===== config.mk =====
export PLATFORM = sky130hd
export DESIGN_NAME = odev1_tt_driver
export DESIGN_NICKNAME = d
export VERILOG_FILES = /design/src/rtl/odev1_pkg.sv /design/src/rtl/odev1_golden.sv /design/src/rtl/odev1_tt_driver.sv
export SDC_FILE = /design/constraint.sdc
export NUM_CORES = 1
export LEC_CHECK = 0
export CAP_MARGIN = 5
export CORE_MARGIN = 5
export CORE_UTILIZATION = 56
export CTS_CLUSTER_SIZE = 20
export DETAILED_ROUTE_END_ITERATION = 8
export DONT_BUFFER_PORTS = 1
export GPL_ROUTABILITY_DRIVEN = 0
export PLACE_DENSITY = 0.74
export SYNTH_ARGS = -nofsm -noshare
export SYNTH_HDL_FRONTEND = slang
export SYNTH_SLANG_ARGS = --single-unit
export TNS_END_PERCENT = 50

===== constraint.sdc =====
create_clock -name clk -period 1.6 [get_ports clk]
set_input_delay 0.24 -clock clk [delete_from_list [all_inputs] [get_ports clk]]
set_output_delay 0.24 -clock clk [all_outputs]
set_load 0.01 [all_outputs]

===== src/rtl/odev1_pkg.sv =====
// ---------------------------------------------------------------------------
// odev1_pkg
// Shared types and constants for the odev1 truth-table driver.
//   tt_state_t : sweep FSM states (IDLE, WAIT, SAMPLE, DONE)
//   EXP_F      : expected f response vector of the gate block (bit i = index i)
//   EXP_Q      : expected q response vector of the gate block
//   SETTLE_MAX : largest legal settle time in cycles
// ---------------------------------------------------------------------------
package odev1_pkg;

   typedef enum logic [1:0] {
      IDLE   = 2'd0,
      WAIT   = 2'd1,
      SAMPLE = 2'd2,
      DONE   = 2'd3
   } tt_state_t;

   localparam logic [7:0] EXP_F      = 8'h4B;
   localparam logic [7:0] EXP_Q      = 8'h00;
   localparam int         SETTLE_MAX = 15;

endpackage


===== src/rtl/odev1_golden.sv =====
// ---------------------------------------------------------------------------
// odev1_golden
// Combinational reference of the 3-input gate network.
// Ports:
//   abc   in  3 : stimulus {a,b,c}
//   f_exp out 1 : expected f = XNOR(XOR(~a,b), NAND(b,c))
//   q_exp out 1 : expected q = NOR(XOR(~a,b), NAND(b,c), OR(~c,b))
// Only built when ODEV1_SELFCHECK_EN is defined.
// ---------------------------------------------------------------------------
import odev1_pkg::*;

module odev1_golden (
   input  logic [2:0] abc,
   output logic       f_exp,
   output logic       q_exp
);

   logic a, b, c;
   logic x_ab, n_bc, o_cb;

   assign a = abc[2];
   assign b = abc[1];
   assign c = abc[0];

   assign x_ab  = (~a) ^ b;
   assign n_bc  = ~(b & c);
   assign o_cb  = (~c) | b;

   assign f_exp = ~(x_ab ^ n_bc);
   assign q_exp = ~(x_ab | n_bc | o_cb);

endmodule


===== src/rtl/odev1_tt_driver.sv =====
// ---------------------------------------------------------------------------
// odev1_tt_driver
// Sweeps {a,b,c} through indices 0..7, holds each vector SETTLE cycles,
// then captures f_in/q_in into f_vec/q_vec (bit i = response to index i).
// Optional self-check against the built-in golden model, enabled by the
// macro ODEV1_SELFCHECK_EN; without it err_cnt and pass are tied to 0.
// Parameters:
//   SETTLE : hold cycles per vector before sampling, legal 1..15
// Ports:
//   clk      in  1 : clock, rising edge
//   rst_n    in  1 : asynchronous active-low reset
//   start    in  1 : sweep request, honoured only in IDLE
//   a, b, c  out 1 : registered stimulus, {a,b,c} = current index
//   f_in     in  1 : f response of the gate block
//   q_in     in  1 : q response of the gate block
//   busy     out 1 : sweep in progress
//   done     out 1 : one-cycle completion pulse
//   f_vec    out 8 : captured f responses
//   q_vec    out 8 : captured q responses
//   err_cnt  out 4 : mismatching vectors (0..8)
//   pass     out 1 : no mismatches in the last completed sweep
// ---------------------------------------------------------------------------
import odev1_pkg::*;

module odev1_tt_driver #(
   parameter int SETTLE = 2
) (
   input  logic       clk,
   input  logic       rst_n,
   input  logic       start,
   output logic       a,
   output logic       b,
   output logic       c,
   input  logic       f_in,
   input  logic       q_in,
   output logic       busy,
   output logic       done,
   output logic [7:0] f_vec,
   output logic [7:0] q_vec,
   output logic [3:0] err_cnt,
   output logic       pass
);

   // Out-of-range settings are pulled into 1..SETTLE_MAX so the 4-bit
   // wait counter always reaches its terminal value.
   localparam int SETTLE_C = (SETTLE < 1) ? 1 :
                             (SETTLE > SETTLE_MAX) ? SETTLE_MAX : SETTLE;
   localparam logic [3:0] WCNT_LAST = 4'(SETTLE_C - 1);

   tt_state_t  state, state_next;
   logic [2:0] idx;
   logic [3:0] wcnt;
   logic [2:0] abc;
   logic       last_idx;

   assign last_idx = (idx == 3'd7);
   assign {a, b, c} = abc;

   always_ff @(posedge clk or negedge rst_n) begin
      if (!rst_n) begin
         state <= IDLE;
      end else begin
         state <= state_next;
      end
   end

   always_comb begin
      state_next = state;
      busy       = 1'b0;
      done       = 1'b0;
      case (state)
         IDLE: begin
            if (start) state_next = WAIT;
         end
         WAIT: begin
            busy = 1'b1;
            if (wcnt == WCNT_LAST) state_next = SAMPLE;
         end
         SAMPLE: begin
            busy       = 1'b1;
            state_next = last_idx ? DONE : WAIT;
         end
         DONE: begin
            done       = 1'b1;
            state_next = IDLE;
         end
         default: state_next = IDLE;
      endcase
   end

   // Stimulus is loaded on every entry to WAIT and dropped on entry to DONE,
   // so a/b/c are already valid in the first WAIT cycle.
   always_ff @(posedge clk or negedge rst_n) begin
      if (!rst_n) begin
         idx   <= 3'd0;
         wcnt  <= 4'd0;
         abc   <= 3'd0;
         f_vec <= 8'h00;
         q_vec <= 8'h00;
      end else begin
         case (state)
            IDLE: begin
               if (start) begin
                  idx   <= 3'd0;
                  wcnt  <= 4'd0;
                  abc   <= 3'd0;
                  f_vec <= 8'h00;
                  q_vec <= 8'h00;
               end
            end
            WAIT: begin
               wcnt <= wcnt + 4'd1;
            end
            SAMPLE: begin
               f_vec[idx] <= f_in;
               q_vec[idx] <= q_in;
               if (last_idx) begin
                  abc <= 3'd0;
               end else begin
                  idx  <= idx + 3'd1;
                  wcnt <= 4'd0;
                  abc  <= idx + 3'd1;
               end
            end
            default: ;
         endcase
      end
   end

`ifdef ODEV1_SELFCHECK_EN
   logic f_exp, q_exp;
   logic mismatch;

   odev1_golden u_golden (
      .abc   (abc),
      .f_exp (f_exp),
      .q_exp (q_exp)
   );

   assign mismatch = ({f_in, q_in} != {f_exp, q_exp});

   // pass is decided on the final SAMPLE edge, so the last vector's
   // mismatch must be folded in directly rather than via err_cnt.
   always_ff @(posedge clk or negedge rst_n) begin
      if (!rst_n) begin
         err_cnt <= 4'd0;
         pass    <= 1'b0;
      end else begin
         case (state)
            IDLE: begin
               if (start) begin
                  err_cnt <= 4'd0;
                  pass    <= 1'b0;
               end
            end
            SAMPLE: begin
               if (mismatch) err_cnt <= err_cnt + 4'd1;
               if (last_idx) pass <= (err_cnt == 4'd0) && !mismatch;
            end
            default: ;
         endcase
      end
   end
`else
   assign err_cnt = 4'd0;
   assign pass    = 1'b0;
`endif

endmodule


==> results.yml, run 1 <==
worst_setup_path:
  ff2ff_path_depth: 4
  cp_max_fo: 7
  endpoint_kind: "flop"
  cpPeakStageDelay_ns: 0.45
  critPathArrivalTime_ns: 1.81
  timing.critical_path.buf_inv: 1
  crit_required_ns: 1.84
  r2r_slack_ns: 0.03
  worstSetupStartpointType: "flop"
  criticalPathCategory: "flop to flop"
  cp_num_cells: 4
  worst_path_max_delay_cell: "dfrtp_1"
  critical_path.cell_chain: "buf_4 -> nor3b_1 -> mux2_2 -> a22o_1"
  cpLargestDelayFamily: "flip-flops"
synthesis:
  ys_dominant_reg_cell: "dfrtp_1"
  ys_seq_area_frac: 0.4494
  yosysTopAreaCell: "dfrtp_1"
  syn_avg_cell_area_um2: 11.06
  synth_edf_count: 0
  netlist_area_um2: 1559
  synth_area_leaders: "dfrtp_1 45%, mux2_2 12%, a22o_1 11%"
  yosys_warnings: 0
  ys_top_cells_by_count: "28 x dfrtp_1, 19 x a22o_1, 16 x mux2_2"
  synth.distinct_cells: 31
  syn_inst: 141
  async_flop_share: 1.000
  yosysMostFrequentCell: "dfrtp_1"
  synth_top_area_share: 0.4494
  synth_seq_cells: 28
global_route:
  grt_pass1_vias: 1158
  gr-total-overflow: 0
  track_usage: 0.1785
  grt_pass1_wl_um: 5727
  antenna_found_initial: 0
  grt_max_degree: 29
clock_network:
  cts.reportedPaths.clkPinSlew_ns: 0.16
  clockBufferDepth: 2
  clock-root-buffer: "clkbuf_4"
  h-tree-depth: 1
  numCtsBuffers: 3
  cts_sinks: 28
  worstSkewPairLatency_ns: 0.34
  cts_tree: "yes"
detailed_routing:
  drt-total-wl_um: 3221
  drcViolationCount: 0
  wirelength_met1_um: 1389
  viasPerCell: 5.989
  top_layer: "met4"
  wl_met3_um: 218
  num_vias: 1096
  drt-initial-drc-count: 37
  wl_met2_um: 1582
  drtAntennaViolNets: 0
  wl_per_cell_um: 17.60
  dr.pass1.iters: 4
floorplanning:
  rows: 19
  die_w_um: 62.76
  start_util: 0.5753
  die_y_um: 62.76
  coreArea_um2: 2710
  dieArea_um2: 3939
  io_pins: 31
sta:
  hold-worst-slack_ns: 0.2471
  slew_violations: 0
  hold_violations: 0
  setup_viol: 0
  period_needed_ns: 1.569
  tns_ns: 0
  clock_skew_ns: 0.006472
  rsz0062_at_grt: "yes"
  min_period_over_period: 0.9803
  timing.fmax_mhz: 637.5
pwr:
  max-vdd-ir-drop_uv: 1670
  total_power_uw: 3477
  p_per_area_nw_per_um2: 1953
  leakage_uw: 0.0008432
placement:
  dp.final_hpwl_um: 2273
  portBuffers: 0
job:
  maxCapViolCount: 0
finish:
  synthToLayoutAreaGrowth_pct: 14.21
  n_antenna_cell: 0
  drive_above_1_share: 0.3684
  fin_nets: 166
hold_path:
  hold_path_class: "input port to flop"
  holdPathStages: 4
outcome:
  status: "finished, final reports clean"
==> layer usage <==
metal,vias up,global-route usage
li1,520,-
met1,547,0.2287
met2,25,0.2940
met3,4,0.05036
met4,0,0.04775
met5,-,0
==> registers in the layout (all words and copies together) (netlist names) <==
register and count:
abc 3, f_vec 8, idx 3, wcnt 4
q_vec 8, state 2
==> worst paths after layout <==
path,startpoint,end
setup / recovery,idx[0]$_DFFE_PN0P_,f_vec[4]$_DFFE_PN0P_
hold / removal,start,state[0]$_DFFE_PN0P_
setup reg to reg,idx[0]$_DFFE_PN0P_,f_vec[4]$_DFFE_PN0P_
hold reg to reg,wcnt[0]$_DFFE_PN0P_,wcnt[0]$_DFFE_PN0P_
max in group asynchronous,rst_n,idx[2]$_DFFE_PN0P_
min in group asynchronous,rst_n,abc[2]$_DFFE_PN0P_
==> worst register-to-register path: cells and delay by family (launching register included) <==
family	cells	cell delay, ns
buf+inv	1	0.17
mux	1	0.37
compound gates	1	0.18
flops	1	0.45
simple gates	1	0.31
==> cell usage in the layout (no fill, tap or decap), types with 2 or more instances in the layout <==
cell      Yosys  routed
mux2_2       16      16
clkbuf_4      0       3
dfrtp_1      28      26
o21ai_1       0       4
conb_1        1       5
a32o_1        2       2
nand2b_1      2       2
nand3b_1      4       4
a22o_1       19      19
nand2_1      11      10
nor2_1        3       3
nand3_1       3       3
buf_4         5      16
inv_2         0       2
nor3b_1       3       2
and2_4        1       3
a21oi_2       0       2
o21ai_0       8       4
ha_1          8       6
dfrtp_2       0       2
==> per-stage QoR <==
step	utilization	instance area, um^2	std cells	setup WS, ns
after floorplan	-	1577	145	0.008253
after global placement	0.5960	1615	173	0.02001
after detailed placement	0.5960	1615	173	-0.05775
after CTS	0.6325	1714	181	-0.007141
after global routing	0.6570	1780	183	-0.04769
final	0.6570	1780	183	0.03145
==> what timing repair did <==
action	CTS	global route
endpoints found under the hold margin	28	0
pin swaps	0	3
endpoints found under the setup margin	11	27
gates resized for setup	4	18
setup buffers	2	2
hold buffers	2	0
==> final cells by class <==
| type | count | area, um^2 |
|---|---|---|
| Clock buffer | 3 | 22.52 |
| Clock inverter | 1 | 30.03 |
| Fill cell | 213 | 929.6 |
| Inverter | 3 | 11.26 |
| Multi-Input combinational cell | 99 | 824.5 |
| Sequential cell | 28 | 703.2 |
| Tap cell | 31 | 38.79 |
| Timing Repair Buffer | 18 | 150.1 |
==> cells by family (layout without fill, tap and decap cells) <==
group           count (synthesis)  in the layout  share of synthesized area
flops                          28             28                     0.4494
buf+inv                        18             25                    0.06500
compound gates                 35             35                     0.1693
simple gates                   34             34                     0.1244
mux                            17             17                     0.1252
other cells                     1              5                   0.002405
fa+ha+maj                       8              8                    0.06421
==> power breakdown <==
| group | total [uW] | leakage [uW] | internal, uW | switching, uW |
|---|---|---|---|---|
| combinational | 1750 | 0.000440 | 881 | 872 |
| clock | 478 | 0.0000279 | 253 | 224 |
| sequential | 1250 | 0.000375 | 944 | 302 |
| total | 3480 | 0.000843 | 2080 | 1400 |
Note: power is estimated with default switching activity, not from simulation.
==> inputs of run 2 (changes only) <==
==> constraint.sdc (replaced) <==
create_clock -name clk -period 1.6 [get_ports clk]
set_input_delay 0.32 -clock clk [delete_from_list [all_inputs] [get_ports clk]]
set_output_delay 0.32 -clock clk [all_outputs]
set_load 0.01 [all_outputs]
==> run 2 against run 1 <==
Wire length rose by 0.47%. First-iteration DRC count fell by 11%. Die area did not move. Clock skew fell by 0.0027 ns. Total power barely moved. Sequential power barely moved. Sequential share of layout area fell by 0.055 points. Via count fell by 1.3%. Combinational power barely moved. Clock-buffer cell count did not move. Critical path type unchanged. Critical endpoint unchanged. Largest power group unchanged.
==> results.yml, run 2 (synthesized netlist as in run 1, its figures left out) <==
clock_network:
  cts_sinks: 28
  h-tree-depth: 1
  worstSkewPairLatency_ns: 0.33
  cts_tree: "yes"
  cts.reportedPaths.clkPinSlew_ns: 0.16
  clock-root-buffer: "clkbuf_4"
  numCtsBuffers: 3
  clockBufferDepth: 2
hold_path:
  hold_path_class: "input port to flop"
  min_from: "start"
  holdPathStages: 4
  hold_end: "state[0]$_DFFE_PN0P_"
placement:
  dp_cells: 173
  portBuffers: 0
  dp.final_hpwl_um: 2273
  dp_slack_ns: -0.05775
finish:
  fin_nets: 166
  layout_commonest_cell: "dfrtp_1"
  nFillCells: 215
  top_regs: "f_vec x8, q_vec x8, wcnt x4"
  mostFrequentLayoutCells: "26 x dfrtp_1, 19 x a22o_1, 16 x mux2_2, 16 x buf_4, 10 x nand2_1"
  n_antenna_cell: 0
  drive_above_1_share: 0.3750
  instances_no_fill: 183
  synthToLayoutAreaGrowth_pct: 14.37
worst_setup_path:
  endpoint_kind: "flop"
  critPathArrivalTime_ns: 1.81
  r2r_slack_ns: 0.03
  regToRegEndpoint: "f_vec[4]$_DFFE_PN0P_"
  crit_required_ns: 1.84
  cp_max_fo: 6
  worstSetupStartpointType: "flop"
  criticalPathCategory: "flop to flop"
  r2r-start: "idx[1]$_DFFE_PN0P_"
  ff2ff_path_depth: 4
detailed_routing:
  drt-initial-drc-count: 33
  dr.pass1.iters: 4
  drtAntennaViolNets: 0
  viasPerCell: 5.913
  wl_per_cell_um: 17.68
  drcViolationCount: 0
  drt-total-wl_um: 3236
  num_vias: 1082
sta:
  timing.fmax_mhz: 638.5
  hold_violations: 0
  min_period_over_period: 0.9788
  slew_violations: 0
  rsz0062_at_grt: "yes"
  period_needed_ns: 1.566
  hold-worst-slack_ns: 0.3311
  setup_viol: 0
  clock_skew_ns: 0.003815
  fin_ws_ns: 0.03395
pwr:
  leakage_uw: 0.0008415
  total_power_uw: 3474
  p_per_area_nw_per_um2: 1949
  max-vdd-ir-drop_uv: 1641
global_route:
  grt_pass1_wl_um: 5727
  grt_pass1_vias: 1158
  antenna_found_initial: 0
  track_usage: 0.1785
  gr-total-overflow: 0
  grt_max_degree: 29
floorplanning:
  coreArea_um2: 2710
  dieArea_um2: 3939
  start_util: 0.5753
  die_y_um: 62.76
  die_w_um: 62.76
  io_pins: 31
  rows: 19
job:
  maxCapViolCount: 0
outcome:
  status: "finished, final reports clean"
==> run 2: what timing repair did <==
action | CTS | global route
hold buffers | 2 | 0
endpoints found under the hold margin | 28 | 0
pin swaps | 0 | 3
buffers inserted | 2 | 2
endpoints found under the setup margin | 11 | 28
resized for setup | 4 | 19
==> run 2: critical path, cell delays in order (launching register included) <==
cell and delay, ns:
dfrtp_1 0.46, buf_4 0.18, nor3b_1 0.29, mux2_2 0.37
a22o_1 0.18
==> run 2: how the worst max path moves through the flow <==
| stage | from | to | depth (start not counted) |
|---|---|---|---|
| after detailed placement | state[1]$_DFFE_PN0P_ | q_vec[7]$_DFFE_PN0P_ | 6 |
| after floorplan | state[1]$_DFFE_PN0P_ | f_vec[2]$_DFFE_PN0P_ | 7 |
| after CTS | idx[0]$_DFFE_PN0P_ | wcnt[2]$_DFFE_PN0P_ | 6 |
| after global routing | idx[0]$_DFFE_PN0P_ | q_vec[1]$_DFFE_PN0P_ | 4 |
| after global placement | state[1]$_DFFE_PN0P_ | q_vec[0]$_DFFE_PN0P_ | 6 |
| final | idx[1]$_DFFE_PN0P_ | f_vec[4]$_DFFE_PN0P_ | 4 |
==> run 2: layout make-up <==
cell class	instances	area, um^2	share of cell area
multi-input combinational	99	827.0	0.4639
clock buffer	3	22.52	0.01263
clock inverter	1	30.03	0.01684
sequential	28	703.2	0.3944
timing repair buffer	18	150.1	0.08421
inverter	3	11.26	0.006316
tap	31	38.79	0.02175
==> run 2: where the power goes <==
group	internal (uW)	leakage [uW]	total, uW	switching, uW
clock	253	0.0000279	476	222
sequential	944	0.000375	1250	302
combinational	882	0.000438	1750	871
total	2080	0.000842	3470	1400
==> run 2: metal layers <==
layer / track usage / vias to the layer above / routed length (um)
li1: - / 519 / -
met1: 0.2287 / 538 / 1435
met2: 0.2940 / 21 / 1574
met3: 0.05036 / 4 / 195
met4: 0.04775 / 0 / 31
met5: 0 / - / 0
==> run 2: metrics by stage <==
| stage | util | setup TNS (ns) | area (um^2) |
|---|---|---|---|
| 5_1_grt | 0.6579 | -0.2886 | 1783 |
| 3_5_place_dp | 0.5960 | -0.3617 | 1615 |
| 2_1_floorplan | - | 0 | 1577 |
| 6_report | 0.6579 | 0 | 1783 |
| 3_3_place_gp | 0.5960 | 0 | 1615 |
| 4_1_cts | 0.6325 | -0.007141 | 1714 |
==> inputs of run 3 (changes only) <==
Settings changed: CORE_ASPECT_RATIO set to 1.25.
==> run 3 against run 2 <==
Critical path depth shrank 1. Wire length shrank 2.8%. Flip-flop and latch count is the same. Cell count grew 1.1%. Highest routed layer unchanged. Combinational power is essentially flat. Die area grew 0.17%. Design area grew 0.98%.
==> results.yml, run 3 (synthesized netlist as in run 1, its figures left out) <==
finish:
  n_antenna_cell: 0
  instances_no_fill: 185
  synthToLayoutAreaGrowth_pct: 15.49
  layout_commonest_cell: "dfrtp_1"
  nFillCells: 217
  finish.instance_area_um2: 1800
  regArea_um2: 701.9
  drive_above_1_share: 0.3642
  top_regs: "f_vec x8, q_vec x8, wcnt x4"
  mostFrequentLayoutCells: "27 x dfrtp_1, 19 x a22o_1, 16 x mux2_2, 14 x buf_4, 10 x nand2_1"
  fin_util: 0.6718
  multi_input_area_um2: 837.1
  fin_nets: 165
global_route:
  grt_pass1_vias: 1164
  grt_max_degree: 29
  gr-total-overflow: 0
  antenna_found_initial: 0
  grt_pass1_wl_um: 5313
  track_usage: 0.1734
worst_setup_path:
  critical_path.cell_chain: "nor3b_1 -> mux2_2 -> a22o_1"
  criticalPathCategory: "flop to flop"
  worst_path_max_delay_cell: "dfrtp_1"
  endpoint_kind: "flop"
  cp_max_fo: 9
  critPathArrivalTime_ns: 1.81
  worstSetupStartpointType: "flop"
  cpPeakStageDelay_ns: 0.51
  crit_required_ns: 1.83
floorplanning:
  coreArea_um2: 2680
  start_util: 0.5817
  rows: 21
  io_pins: 31
  dieArea_um2: 3946
  die_y_um: 68.99
  die_w_um: 57.19
clock_network:
  cts.reportedPaths.clkPinSlew_ns: 0.15
  worstSkewPairLatency_ns: 0.32
  h-tree-depth: 1
  clock-root-buffer: "clkbuf_4"
  numCtsBuffers: 3
  cts_sinks: 28
  clockBufferDepth: 2
  cts_tree: "yes"
hold_path:
  hold_path_class: "input port to flop"
detailed_routing:
  dr.pass1.iters: 4
  drt-initial-drc-count: 19
  wl_per_cell_um: 17.01
  drt-total-wl_um: 3146
  num_vias: 1082
  drcViolationCount: 0
  drtAntennaViolNets: 0
  viasPerCell: 5.849
sta:
  slew_violations: 0
  timing.fmax_mhz: 636.8
  rsz0062_at_grt: "yes"
  fin_ws_ns: 0.02973
  hold-worst-slack_ns: 0.3043
  hold_violations: 0
  setup_viol: 0
  clock_skew_ns: 0.007200
  period_needed_ns: 1.570
  min_period_over_period: 0.9814
placement:
  dp_cells: 177
  dp_slack_ns: -0.05864
  dpl-instance-area_um2: 1639
  dp.final_hpwl_um: 2333
  portBuffers: 0
outcome:
  status: "finished, final reports clean"
pwr:
  p_per_area_nw_per_um2: 1934
  leakage_uw: 0.0008489
  max-vdd-ir-drop_uv: 1426
job:
  maxCapViolCount: 0
-- run 3: repair_timing --
action | CTS | global route
pin swaps | 0 | 2
hold buffers | 2 | 0
cloned | 0 | 0
setup buffers | 1 | 1
setup endpoints to repair | 11 | 16
gates resized for setup | 5 | 17
endpoints found under the hold margin | 28 | 0
-- run 3: critical path, delay by kind of cell (launching register included) --
kind	cells	cell delay, ns
mux	1	0.39
simple gates	1	0.40
flops	1	0.51
compound gates	1	0.18
-- run 3: report_power, final --
group,switching [uW],internal (uW),total (uW)
registers,304,941,1240
clock network,207,253,461
logic,867,910,1780
total,1380,2100,3480
-- run 3: worst paths after layout --
check	startpoint	to	slack (ns)	cells past startpoint
min in group asynchronous	rst_n	f_vec[5]$_DFFE_PN0P_	0.41	2
worst min register to register	wcnt[0]$_DFFE_PN0P_	wcnt[0]$_DFFE_PN0P_	0.56	1
worst min-delay path	start	state[1]$_DFFE_PN0P_	0.30	3
max in group asynchronous	rst_n	idx[1]$_DFFE_PN0P_	1.02	2
worst max register to register	idx[2]$_DFFE_PN0P_	q_vec[2]$_DFFE_PN0P_	0.03	3
worst max-delay path	idx[2]$_DFFE_PN0P_	q_vec[2]$_DFFE_PN0P_	0.03	3
-- run 3: layer usage --
layer / routed length [um] / up-vias / share of wire / GRT usage
met4: 18 / 0 / 0.0057 / 0.04348
li1: - / 519 / - / -
met3: 133 / 2 / 0.042 / 0.03724
met2: 1793 / 16 / 0.57 / 0.3514
met1: 1201 / 545 / 0.38 / 0.1797
met5: 0 / - / 0 / 0
-- run 3: per-stage QoR --
step | total power [uW] | TNS, ns
6_report | 3482 | 0
5_1_grt | 3747 | -0.05720
4_1_cts | 3358 | 0
3_5_place_dp | 2842 | -0.4579
3_3_place_gp | 2744 | 0
2_1_floorplan | 2360 | 0
-- run 3: cell type report --
class                      instances  share of cell area
timing repair buffer              17             0.08617
clock buffer                       3             0.01251
tap                               34             0.02363
sequential                        28              0.3899
clock inverter                     1             0.01668
multi-input combinational         99              0.4649
inverter                           3            0.006254
